**config.mk**
```make
export PLATFORM = sky130hd
export DESIGN_NAME = conflict_free_bank_mapper
export DESIGN_NICKNAME = d
export VERILOG_FILES = /design/src/rtl/cfbm_pkg.sv /design/src/rtl/bank_hash.sv /design/src/rtl/conflict_free_bank_mapper.sv
export SDC_FILE = /design/constraint.sdc
export NUM_CORES = 1
export LEC_CHECK = 0
export BUFFER_PORTS_ARGS = -buffer_cell sky130_fd_sc_hd__buf_2
export CAP_MARGIN = 20
export CORE_ASPECT_RATIO = 1.5
export CORE_MARGIN = 4
export CORE_UTILIZATION = 45
export DETAILED_ROUTE_END_ITERATION = 8
export HOLD_SLACK_MARGIN = 0.05
export PLACE_DENSITY = 0.68
export SETUP_SLACK_MARGIN = 0.02
export SLEW_MARGIN = 20
export SYNTH_ARGS = -nofsm -noshare
export SYNTH_HDL_FRONTEND = slang
export SYNTH_SLANG_ARGS = --single-unit
```
**constraint.sdc**
```tcl
create_clock -name clk -period 2.4 [get_ports clk]
set_input_delay 0.48 -clock clk [delete_from_list [all_inputs] [get_ports clk]]
set_output_delay 0.48 -clock clk [all_outputs]
set_load 0.1 [all_outputs]
```
**src/rtl/cfbm_pkg.sv**
```systemverilog
// Shared definitions for the conflict-free bank mapper: mode encodings and
// the row-width helper used by the top and the lane hash.
package cfbm_pkg;

  typedef enum logic {
    MODE_PARITY  = 1'b0,
    MODE_XORFOLD = 1'b1
  } mode_e;

  function automatic int unsigned row_w(input int unsigned addr_w, input int unsigned bank_w);
    return addr_w - bank_w;
  endfunction

endpackage

```
**src/rtl/bank_hash.sv**
```systemverilog
// Combinational single-lane mapper: logical address + mode -> {bank, row}.
module bank_hash
  import cfbm_pkg::*;
#(
  parameter int unsigned ADDR_W = 10,
  parameter int unsigned BANK_W = 3
) (
  input  logic [ADDR_W-1:0]                 addr,
  input  mode_e                             mode,
  output logic [BANK_W-1:0]                 bank_c,
  output logic [row_w(ADDR_W, BANK_W)-1:0]  row_c
);

  localparam int unsigned N_CHUNK = (ADDR_W + BANK_W - 1) / BANK_W;
  localparam int unsigned PAD_W   = N_CHUNK * BANK_W;

  logic [PAD_W-1:0]  addr_pad;
  logic [BANK_W-1:0] fold_c;
  logic [BANK_W-1:0] parity_c;

  assign addr_pad = PAD_W'(addr);
  assign row_c    = addr[ADDR_W-1:BANK_W];

  // XOR of every BANK_W-bit chunk; the top partial chunk is zero-padded.
  always_comb begin
    fold_c = '0;
    for (int unsigned c = 0; c < N_CHUNK; c++) begin
      fold_c = fold_c ^ addr_pad[c*BANK_W +: BANK_W];
    end
  end

  // Parity-zone: low bits pass through, bank MSB is the parity of the upper zone.
  if (BANK_W > 1) begin : g_low
    assign parity_c[BANK_W-2:0] = addr[BANK_W-2:0];
  end
  assign parity_c[BANK_W-1] = ^addr[ADDR_W-1:BANK_W-1];

  assign bank_c = (mode == MODE_XORFOLD) ? fold_c : parity_c;

endmodule

```
**src/rtl/conflict_free_bank_mapper.sv**
```systemverilog
// Maps LANES logical addresses per beat to {bank, row} through a 2-stage
// valid/ready pipeline, flags lanes that share a bank and counts conflicting beats.
module conflict_free_bank_mapper
  import cfbm_pkg::*;
#(
  parameter int unsigned LANES  = 8,
  parameter int unsigned ADDR_W = 10,
  parameter int unsigned BANK_W = 3,
  parameter int unsigned CNT_W  = 16
) (
  input  logic                                     clk,
  input  logic                                     rst,
  input  logic                                     in_valid,
  output logic                                     in_ready,
  input  logic                                     in_mode,
  input  logic [LANES*ADDR_W-1:0]                  in_addr,
  output logic                                     out_valid,
  input  logic                                     out_ready,
  output logic [LANES*row_w(ADDR_W, BANK_W)-1:0]   out_row,
  output logic [LANES*BANK_W-1:0]                  out_bank,
  output logic                                     out_cros,
  output logic                                     out_conflict,
  output logic [LANES-1:0]                         out_conflict_mask,
  output logic [CNT_W-1:0]                         conflict_cnt,
  input  logic                                     cnt_clear
);

  localparam int unsigned ROW_W = row_w(ADDR_W, BANK_W);

  logic [LANES*BANK_W-1:0] hash_bank_c;
  logic [LANES*ROW_W-1:0]  hash_row_c;
  logic                    s1_valid;
  logic [LANES*BANK_W-1:0] s1_bank;
  logic [LANES*ROW_W-1:0]  s1_row;
  logic                    s1_load_c;
  logic                    s2_load_c;
  logic [LANES-1:0]        mask_c;

  for (genvar i = 0; i < LANES; i++) begin : g_lane
    bank_hash #(
      .ADDR_W (ADDR_W),
      .BANK_W (BANK_W)
    ) u_hash (
      .addr   (in_addr[i*ADDR_W +: ADDR_W]),
      .mode   (mode_e'(in_mode)),
      .bank_c (hash_bank_c[i*BANK_W +: BANK_W]),
      .row_c  (hash_row_c[i*ROW_W +: ROW_W])
    );
  end

  // Stage 2 is the output register, so out_valid doubles as its valid flag.
  assign s2_load_c = !out_valid || out_ready;
  assign s1_load_c = !s1_valid || s2_load_c;
  assign in_ready  = s1_load_c;

  // Lane i conflicts when any other lane targets the same bank.
  always_comb begin
    mask_c = '0;
    for (int unsigned i = 0; i < LANES; i++) begin
      for (int unsigned j = 0; j < LANES; j++) begin
        if (i != j && s1_bank[i*BANK_W +: BANK_W] == s1_bank[j*BANK_W +: BANK_W]) begin
          mask_c[i] = 1'b1;
        end
      end
    end
  end

  always_ff @(posedge clk) begin
    if (rst) begin
      s1_valid <= 1'b0;
      s1_bank  <= '0;
      s1_row   <= '0;
    end else if (s1_load_c) begin
      s1_valid <= in_valid;
      if (in_valid) begin
        s1_bank <= hash_bank_c;
        s1_row  <= hash_row_c;
      end
    end
  end

  always_ff @(posedge clk) begin
    if (rst) begin
      out_valid         <= 1'b0;
      out_bank          <= '0;
      out_row           <= '0;
      out_conflict_mask <= '0;
      out_conflict      <= 1'b0;
      out_cros          <= 1'b0;
    end else if (s2_load_c) begin
      out_valid <= s1_valid;
      if (s1_valid) begin
        out_bank          <= s1_bank;
        out_row           <= s1_row;
        out_conflict_mask <= mask_c;
        out_conflict      <= |mask_c;
        out_cros          <= s1_bank[BANK_W-1];
      end
    end
  end

  // Saturating count of delivered conflicting beats; clear wins over increment.
  always_ff @(posedge clk) begin
    if (rst || cnt_clear) begin
      conflict_cnt <= '0;
    end else if (out_valid && out_ready && out_conflict && conflict_cnt != '1) begin
      conflict_cnt <= conflict_cnt + CNT_W'(1);
    end
  end

endmodule
```
======== Yosys cells after proc, flatten, opt, wreduce, memory -nomap -nowiden ========
Index checks and enable logic that the tools add are counted.
storage, ports and cells
  output and inout port bits .............. 108
  input bits .............................. 86
  register bits ........................... 188
operators by class
  add/subtract/negate cells ............... 1
  bitwise gates (word level) .............. 24
  eq/ne operators ......................... 57
  muxes and demuxes ....................... 64
  reduce and logical (&&, ||, !) cells .... 19
operator list
  cell                                           count
  equality test 3 bit                            56
  XOR reduction 8 bit                            8
  two-way mux 1 bit                              56
  XOR 3 bit                                      16
  two-way mux 3 bit                              8
  XOR 3 x 1 -> 3 bit                             8
  adder 16 x 1 -> 16 bit, second input constant  1
  inequality test 16 bit, second input constant  1
  OR reduction 8 bit                             1
  AND reduction 2 bit                            2
  logical AND 1 bit                              3
  logical OR 1 bit                               3
  zero test 1 bit                                2

======== Depth between registers and ports, before layout ========
Gate-level depths: netlist (run 1).
  word-level depth ........................ 9
  mapped depth ............................ 7

======== Modules after synthesis ========
A second synthesis (run 1) with hierarchy kept.
unflattened totals
  cells, all modules ...................... 1142
  area, all modules ....................... 9001.1 um^2
modules (own cells, without submodules)
  module                     instances  cells each  seq. area each (um^2)  area each (um^2)
  conflict_free_bank_mapper  1          982         3743.6                 7759.9
  bank_hash                  8          20          0.0                    155.1

======== Worst setup path before layout (run 1) ========
Ideal clock, no wire load.
  path type ............................... flip-flop to flip-flop
  start ................................... register out_valid
  end ..................................... register s1_row[53]
  data required time ...................... 2.330 ns
  stages on the path, launching flop included .. 7
  slack ................................... -0.470 ns
  clock period less this slack ............ 2.870 ns
  arrival time ............................ 2.799 ns
  library setup time ...................... 0.070 ns
  path through ............................ dfxtp_1 and2b_1 nand2_1 nand2_1 clkbuf_1 nand2_1 a21oi_1
on the way
  word-level cells in the longest chain between the ends .. 4
RTL lines
  what                           RTL line                         source
  start, declared                conflict_free_bank_mapper.sv:17  output logic out_valid,
  start signal, assigned         conflict_free_bank_mapper.sv:91  out_valid <= s1_valid;
  zero test 1 bit                conflict_free_bank_mapper.sv:52  assign s2_load_c = !out_valid || out_ready;
  logical OR 1 bit               conflict_free_bank_mapper.sv:52
  logical OR 1 bit               conflict_free_bank_mapper.sv:53  assign s1_load_c = !s1_valid || s2_load_c;
  net in_ready                   conflict_free_bank_mapper.sv:14  output logic in_ready,
  AND reduction 2 bit (no line)  n/a
  end signal, assigned           conflict_free_bank_mapper.sv:77  s1_row <= hash_row_c;
  end, declared                  conflict_free_bank_mapper.sv:34  logic [LANES*ROW_W-1:0] s1_row;
The timed path passes the listed nets, and every way through them passes these cells.
A chain may end at the register's enable or synchronous reset.

======== Worst setup path in the final report (run 1) ========
  start ................................... register out_valid
  end ..................................... output port in_ready
on the way
  word-level cells in the longest chain between the ends .. 3
RTL lines
  what              RTL line
  zero test 1 bit   conflict_free_bank_mapper.sv:52
  logical OR 1 bit  conflict_free_bank_mapper.sv:52
  logical OR 1 bit  conflict_free_bank_mapper.sv:53
  end, declared     conflict_free_bank_mapper.sv:14
No other way between the ends.

==> flow_summary.yaml, run 1 <==
outcome:
  status: "finished, final reports clean"
timing:
  rsz0062_at_grt: "false"
  timing.hold.ws_ns: 0.302
  post-route-worst-setup-slack_ns: 0.349
  fin_worst_skew_ns: 0.00862
  fin_crit_ns: 2.05
  slew_headroom_pct: 58.5
  setup_tns_ns: 0
  slew_violations: 0
  period_share_pct: 85.4
  worst_pin_slew_ns: 0.623
  fmax_ghz: 0.488
  finalSetupViolCount: 0
  finalHoldViolCount: 0
run:
  cap_viol_max_count: 0
final_layout:
  drive_gt1_share_pct: 20.4
  nets: 1290
  syn2layout_area_growth_pct: 19.4
  final_common_cell: "nand2_1"
  final_cell_mix: "nand2_1, buf_2, dfxtp_1"
power:
  sw_frac_of_total_pct: 30.8
  clock_power_share_pct: 37.1
  p_switching_uw: 2450
  power.density_nw_per_um2: 782
  comb_power_share_pct: 19.5
  seqPwrFrac_pct: 43.3
  internal_power_uw: 5510
  leakage_uw: 0.00417
  ir_drop_mv: 0.468
clocking:
  clock_latency_ns: 0.43
  cts.htree.levels: 4
  tritoncts: "done"
  cts_setup_buffers: 0
  cts_hold_repair.buffers: 0
  clk_pin_slew_worst_paths_ns: 0.07
  cts-root-buf: "clkbuf_16"
  cts.sink_count: 187
  cts_buffers: 17
  cts_resized: 0
  clockBufferDepth: 2
routing:
  vias_per_cell: 5.01
  drtAntennaViolNets: 0
  dr_total_vias: 7359
  drc: 0
  finalWirelength_um: 22200
  first_pass_iters: 5
  first_iter_violations: 408
  wire_per_inst_um: 15.1
grt:
  grt_max_degree: 132
  track_usage_pct: 20.8
  grt_pass1_wl_um: 35500
  grt_overflow: 0
  antenna_found_initial: 3
  grt_pass1_vias: 6988
hold_path:
  holdCritPathClass: "input port to flip-flop"
synth:
  synthAdderAreaFrac_pct: 0.147
  synthSimpleGateAreaFrac_pct: 21.2
  synth_nets: 1149
  avgSynthCellArea_um2: 8.02
  ys_types: 40
  synthXorXnorAreaFrac_pct: 17.4
  synth_flop_cell: "dfxtp_1"
  yosys_warnings: 0
  netlist_area_um2: 8520
  yosysSeqAreaShare_pct: 43.9
  synthMuxAreaShare_pct: 0.117
  synth-seq-cells: 187
  netlist_instances: 1062
  synth-compound-area-share_pct: 11.8
  synth_edf_count: 0
  synth_top_family_by_area: "simple AND/OR/NAND/NOR gates"
  synthArstFlopShare_pct: 0
placement:
  dp_hpwl_um: 15500
  portBuffers: 193
  place_ws_ns: 0.497
  finalWeightedCongestion: 0.965
floorplan:
  die_width_um: 120
  start_util_pct: 45.9
  die_y_um: 177
  die_area_um2: 21200
  rows: 61
  io_pins: 194
  fp.coreArea_um2: 18500
setup_path:
  cp.arrival_ns: 1.57
  path_class: "flip-flop to primary output"
  critPathRequiredTime_ns: 1.92
  startpoint_type: "flip-flop"
  path_max_fanout: 5
  critPathCaptureType: "primary output"
-- path summary, 6_finish.rpt --
path,slack (ns),end,cells past startpoint,from
max,0.35,in_ready,3,out_valid
min,0.30,s1_row[9],3,in_addr[15]
max reg2reg,0.48,out_conflict,5,s1_bank[18]
min reg2reg,0.45,out_row[28],2,s1_row[28]
-- metrics by stage --
stage | cells | total power, µW | util, % | instance area (µm²)
finish | 1469 | 7960 | 54.9 | 10200
global route | 1469 | 8320 | 54.9 | 10200
CTS | 1468 | 8030 | 54.9 | 10200
detailed placement | 1436 | 5070 | 51.5 | 9560
global placement | 1436 | 5070 | 51.5 | 9560
floorplan | 1062 | 4720 | - | 8520
-- layout make-up --
class	instances	area [µm²]
fill	1813	8370
antenna	1	2.50
clock buffer	21	460
timing repair buffer	206	1130
sequential	187	3740
inverter	5	18.8
tap	252	315
multi-input combinational	786	4350
clock inverter	11	158
-- critical path: stages, from the launching register on --
cell and delay, ns:
dfxtp_2 0.33, and2b_1 0.25, nand2_2 0.13, buf_2 0.43
-- power by group through the flow --
stage / clock [µW] / combinational, µW / sequential [µW]
floorplan: 0 / 991 / 3730
global placement: 0 / 1550 / 3510
detailed placement: 0 / 1560 / 3520
CTS: 3030 / 1560 / 3450
global route: 3160 / 1680 / 3470
finish: 2950 / 1550 / 3450
-- layer usage --
metal / share of wire [%] / global-route usage (%)
met3: 5.3 / 5.54
met1: 40 / 23.9
met5: 0.095 / 0
met4: 3.0 / 8.13
met2: 52 / 36.8
-- logic make-up after synthesis --
group           Yosys count
simple gates            427
compound gates          188
flops                   187
xor+xnor                169
buf+inv                  89
mux                       1
fa+ha+maj                 1
-- registers in the layout, indices dropped and copies added, names as in the netlist --
name and count:
out_valid 1, out_row 56, s1_valid 1, out_conflict 1, s1_bank 24, out_bank 24, conflict_cnt 16, s1_row 56
out_conflict_mask 8
-- cells in the mapped netlist, types with 3 or more instances --
cell type	count	area, µm²
a21oi_1	152	761
xor2_1	61	534
nor2b_1	16	100
buf_2	10	50.1
a211oi_1	15	113
inv_1	5	18.8
nor3_1	18	90.1
nor4_1	5	31.3
xnor2_1	108	946
nand4_1	9	56.3
a31oi_1	4	25.0
buf_4	21	158
o21ai_0	11	55.1
nand2_1	297	1110
nor2_1	47	176
and4_1	3	26.3
clkbuf_1	48	180
nand3_1	21	105
dfxtp_1	187	3740
buf_6	4	45.0
(Power assumes the default switching activity.)
==> run 2, diff against run 1 <==
==> constraint.sdc (replaced) <==
create_clock -name clk -period 1.9 [get_ports clk]
set_input_delay 0.38 -clock clk [delete_from_list [all_inputs] [get_ports clk]]
set_output_delay 0.38 -clock clk [all_outputs]
set_load 0.1 [all_outputs]
==> run 2 against run 1 <==
Clock power increased by 34%. Worst setup slack got worse by 0.24 ns. Count of clock-buffer cells in the layout decreased by 2. Clock skew up 0.0023 ns. Final area rose by 5.5%. Critical endpoint unchanged.
==> flow_summary.yaml, run 2 (synthesis results as in run 1) <==
outcome:
  status: "finished, final reports clean"
clocking:
  cts_setup_buffers: 0
  cts.sink_count: 187
  cts.htree.levels: 4
  cts-root-buf: "clkbuf_16"
  tritoncts: "done"
  clock_latency_ns: 0.43
  clockBufferDepth: 2
  clk_pin_slew_worst_paths_ns: 0.07
  cts_buffers: 17
final_layout:
  drive_gt1_share_pct: 24.4
  layout.cells.non_filler: 1501
  nets: 1323
  final_common_cell: "nand2_1"
  syn2layout_area_growth_pct: 26.0
  fin_util_pct: 57.9
  final_cell_mix: "nand2_1, buf_2, dfxtp_1"
  reg_top3: "out_row (56), s1_row (56)"
timing:
  worst_pin_slew_ns: 0.789
  slew_violations: 0
  post-route-worst-setup-slack_ns: 0.108
  fin_crit_ns: 1.79
  finalHoldViolCount: 0
  fmax_ghz: 0.558
  period_share_pct: 94.3
  finalSetupViolCount: 0
  timing.hold.ws_ns: 0.203
  slew_headroom_pct: 47.4
  fin_worst_skew_ns: 0.0109
floorplan:
  die_y_um: 177
  fp.coreArea_um2: 18500
  io_pins: 194
  start_util_pct: 45.9
  rows: 61
  die_area_um2: 21200
  die_width_um: 120
routing:
  drtAntennaViolNets: 0
  dr_total_vias: 7518
  drc: 0
  wire_per_inst_um: 15.0
  first_iter_violations: 280
  finalWirelength_um: 22500
  first_pass_iters: 6
  vias_per_cell: 5.01
run:
  cap_viol_max_count: 0
placement:
  dp_hpwl_um: 16100
  post-place-cells: 1469
  finalWeightedCongestion: 0.906
  place_ws_ns: 0.0782
  portBuffers: 193
setup_path:
  r2r_start: "s1_bank[12]"
  path_class: "flip-flop to primary output"
  critPathCaptureType: "primary output"
  path_max_fanout: 5
  critPathRequiredTime_ns: 1.52
  reg2reg_depth: 7
  cp.arrival_ns: 1.41
  worstSetupStartpoint: "out_valid"
  crit_path_end: "in_ready"
  startpoint_type: "flip-flop"
  reg2reg_slack_ns: 0.11
  r2r-end: "out_conflict"
hold_path:
  min_from: "in_addr[58]"
  holdCritPathClass: "input port to flip-flop"
power:
  ir_drop_mv: 0.518
  finalPower_uw: 10500
  leakage_uw: 0.00445
  power.density_nw_per_um2: 979
grt:
  track_usage_pct: 21.1
  grt_pass1_vias: 7367
  grt_overflow: 0
  antenna_found_initial: 3
  grt_pass1_wl_um: 36400
  grt_max_degree: 160
[run 2: cell types whose count changed in the layout (fill, tap and decap cells not counted), sizes merged]
cell	delta
buf	+33
bufinv	+2
clkbuf	-2
clkinv	-2
inv	+1
[run 2: worst min path at each step]
stage	end	slack, ns	depth (start not counted)
detailed placement	out_row[48]	0.44	2
floorplan	out_row[0]	0.43	2
global placement	out_row[11]	0.44	2
finish	s1_row[40]	0.20	3
CTS	s1_row[26]	0.19	3
global route	s1_row[36]	0.20	3
[run 2: final cells by class]
class	count	area, µm²
Antenna cell	1	2.50
Clock buffer	19	443
Clock inverter	12	209
Multi-Input combinational cell	786	4370
Sequential cell	187	3770
Fill cell	1795	7810
Inverter	5	18.8
Timing Repair Buffer	239	1600
Tap cell	252	315
[run 2: stage by stage]
stage                     setup TNS [ns]  instance area (µm²)
after global placement                 0                10100
after detailed placement               0                10100
after global routing             -0.0443                10700
after floorplan                        0                 8550
after CTS                              0                10700
final                                  0                10700
[run 2: metal layers]
layer | part of all wire [%] | vias to the layer above | global-route usage, %
li1 | - | 3785 | -
met3 | 5.0 | 35 | 4.65
met4 | 2.4 | 4 | 7.56
met5 | 0.12 | - | 0
met1 | 40 | 3502 | 24.0
met2 | 52 | 192 | 38.7
[run 2: worst max-delay path, stage by stage, from the launching register on]
cell	delay, ns
dfxtp_4	0.35
and2b_1	0.32
nand2_4	0.11
buf_12	0.18
[run 2: what timing repair did]
| action | 4_1_cts | 5_1_grt |
|---|---|---|
| hold buffers | 0 | 0 |
| resized for setup | 0 | 6 |
| endpoints found under the setup margin | 0 | 3 |
[run 2: power breakdown]
group          internal (µW)  total (µW)  leakage (µW)  switching (µW)
Combinational            880        2350       0.00260            1470
Clock                   2390        3950      0.000317            1560
Sequential              4100        4220       0.00154             120
==> run 3, diff against run 2 <==
--- a/config.mk
+++ b/config.mk
@@ -9,10 +9,10 @@
 export CAP_MARGIN = 20
 export CORE_ASPECT_RATIO = 1.5
 export CORE_MARGIN = 4
-export CORE_UTILIZATION = 45
+export CORE_UTILIZATION = 54
 export DETAILED_ROUTE_END_ITERATION = 8
 export HOLD_SLACK_MARGIN = 0.05
-export PLACE_DENSITY = 0.68
+export PLACE_DENSITY = 0.8
 export SETUP_SLACK_MARGIN = 0.02
 export SLEW_MARGIN = 20
 export SYNTH_ARGS = -nofsm -noshare
==> run 3 against run 2 <==
Combinational power about the same. Sequential power about the same. Hold slack improved by 0.0047 ns. Largest cell class unchanged. Highest routed layer unchanged.
==> flow_summary.yaml, run 3 (synthesis results as in run 1) <==
outcome:
  status: "finished, final reports clean"
clocking:
  cts_hold_repair.buffers: 0
  clk_pin_slew_worst_paths_ns: 0.08
  cts.sink_count: 187
  clockBufferDepth: 2
  cts_resized: 0
  cts_setup_buffers: 0
  cts.htree.levels: 4
  clock_latency_ns: 0.43
  cts_buffers: 17
  cts-root-buf: "clkbuf_16"
  tritoncts: "done"
setup_path:
  reg2reg_slack_ns: 0.15
  r2r_start: "s1_bank[17]"
  max_stage_delay_ns: 0.35
  reg2reg_depth: 7
  path_class: "flip-flop to primary output"
  crit_slowest_cell: "dfxtp_4"
  critPathCaptureType: "primary output"
  path_max_fanout: 4
  critPathRequiredTime_ns: 1.52
  startpoint_type: "flip-flop"
  cp.arrival_ns: 1.39
  r2r-end: "out_conflict"
  crit_chain: "and2b_1 > buf_4 > nand2_4 > buf_12"
timing:
  finalHoldViolCount: 0
  rsz0062_at_grt: "false"
  setup_tns_ns: 0
  fin_crit_ns: 1.77
  fmax_ghz: 0.563
  slew_headroom_pct: 64.4
  finalSetupViolCount: 0
  worst_pin_slew_ns: 0.533
  period_share_pct: 93.4
  fin_worst_skew_ns: 0.00787
  slew_violations: 0
final_layout:
  final_cell_mix: "nand2_1, buf_2, dfxtp_1"
  drive_gt1_share_pct: 25.0
  nets: 1336
  final_common_cell: "nand2_1"
  fin_area_um2: 10600
  syn2layout_area_growth_pct: 24.8
  reg_top3: "out_row (56), s1_row (56)"
placement:
  dpl_cell_area_um2: 10000
  dp_hpwl_um: 16200
  portBuffers: 193
  finalWeightedCongestion: 0.908
routing:
  drc: 0
  vias_per_cell: 5.26
  dr_total_vias: 7707
  wire_per_inst_um: 15.4
  drtAntennaViolNets: 0
  first_pass_iters: 5
  finalWirelength_um: 22600
  first_iter_violations: 542
floorplan:
  die_y_um: 162
  io_pins: 194
  fp.coreArea_um2: 15600
  rows: 56
  die_area_um2: 17900
  die_width_um: 111
  start_util_pct: 54.8
hold_path:
  holdCritPathClass: "input port to flip-flop"
  min_from: "in_addr[59]"
  hold-path-cell-count: 3
  hold_end: "s1_row[41]"
grt:
  grt_overflow: 0
  track_usage_pct: 24.9
  grt_max_degree: 79
  antenna_found_initial: 2
  grt_pass1_vias: 7542
  grt_pass1_wl_um: 36700
run:
  cap_viol_max_count: 0
power:
  power.density_nw_per_um2: 949
  ir_drop_mv: 0.606
  leakage_uw: 0.00446
==> run 3: changes by cell type in the layout (fill, tap and decap cells not counted), sizes merged <==
cell and delta:
buf +13, bufinv -5, clkbuf -1, clkinv +4, inv +3
==> run 3: worst max-delay path by stage <==
stage | cells past startpoint | slack [ns] | to | startpoint
final | 4 | 0.13 | in_ready | out_valid
after global routing | 7 | 0.04 | out_conflict | s1_bank[7]
after CTS | 5 | 0.06 | out_conflict | s1_bank[19]
after detailed placement | 5 | 0.07 | out_conflict | s1_bank[20]
after global placement | 6 | 0.11 | out_conflict | s1_bank[19]
after floorplan | 6 | 0.02 | conflict_cnt[14] | conflict_cnt[0]
==> run 3: per-layer routing <==
metal	track usage, %	part of all wire [%]	up-vias
li1	-	-	3816
met1	27.8	39	3592
met2	44.9	52	237
met3	5.59	5.4	60
met4	11.3	4.0	2
met5	0	0.057	-
==> run 3: final cells by class <==
type                            instances  area, µm²
Fill cell                            1341       4920
Multi-Input combinational cell        786       4350
Sequential cell                       187       3770
Timing Repair Buffer                  252       1650
Clock buffer                           18        429
Tap cell                              203        254
Clock inverter                         14        150
Inverter                                5       18.8
Antenna cell                            1       2.50
==> run 3: where the power goes <==
group / total (µW) / internal, µW / switching [µW]
clock network: 3480 / 1760 / 1710
logic: 2380 / 909 / 1470
registers: 4230 / 4100 / 131
total: 10100 / 6770 / 3320
==> run 3: stage by stage <==
| step | utilization, % | power (µW) | setup WS (ns) | hold slack (ns) | instances |
|---|---|---|---|---|---|
| final | 68.3 | 10100 | 0.125 | 0.208 | 1466 |
| after global routing | 68.3 | 10500 | 0.0393 | 0.197 | 1466 |
| after CTS | 68.3 | 10100 | 0.0562 | 0.198 | 1465 |
| after detailed placement | 64.6 | 6690 | 0.0656 | 0.444 | 1433 |
| after floorplan | - | 5960 | 0.0234 | 0.432 | 1062 |
| after global placement | 64.6 | 6660 | 0.107 | 0.436 | 1433 |
==> run 3: critical path: cells and delay by family (launching register included) <==
family | cells | cell delay [ns]
buffers and inverters | 2 | 0.34
AND/OR/NAND/NOR | 2 | 0.27
flip-flops | 1 | 0.35
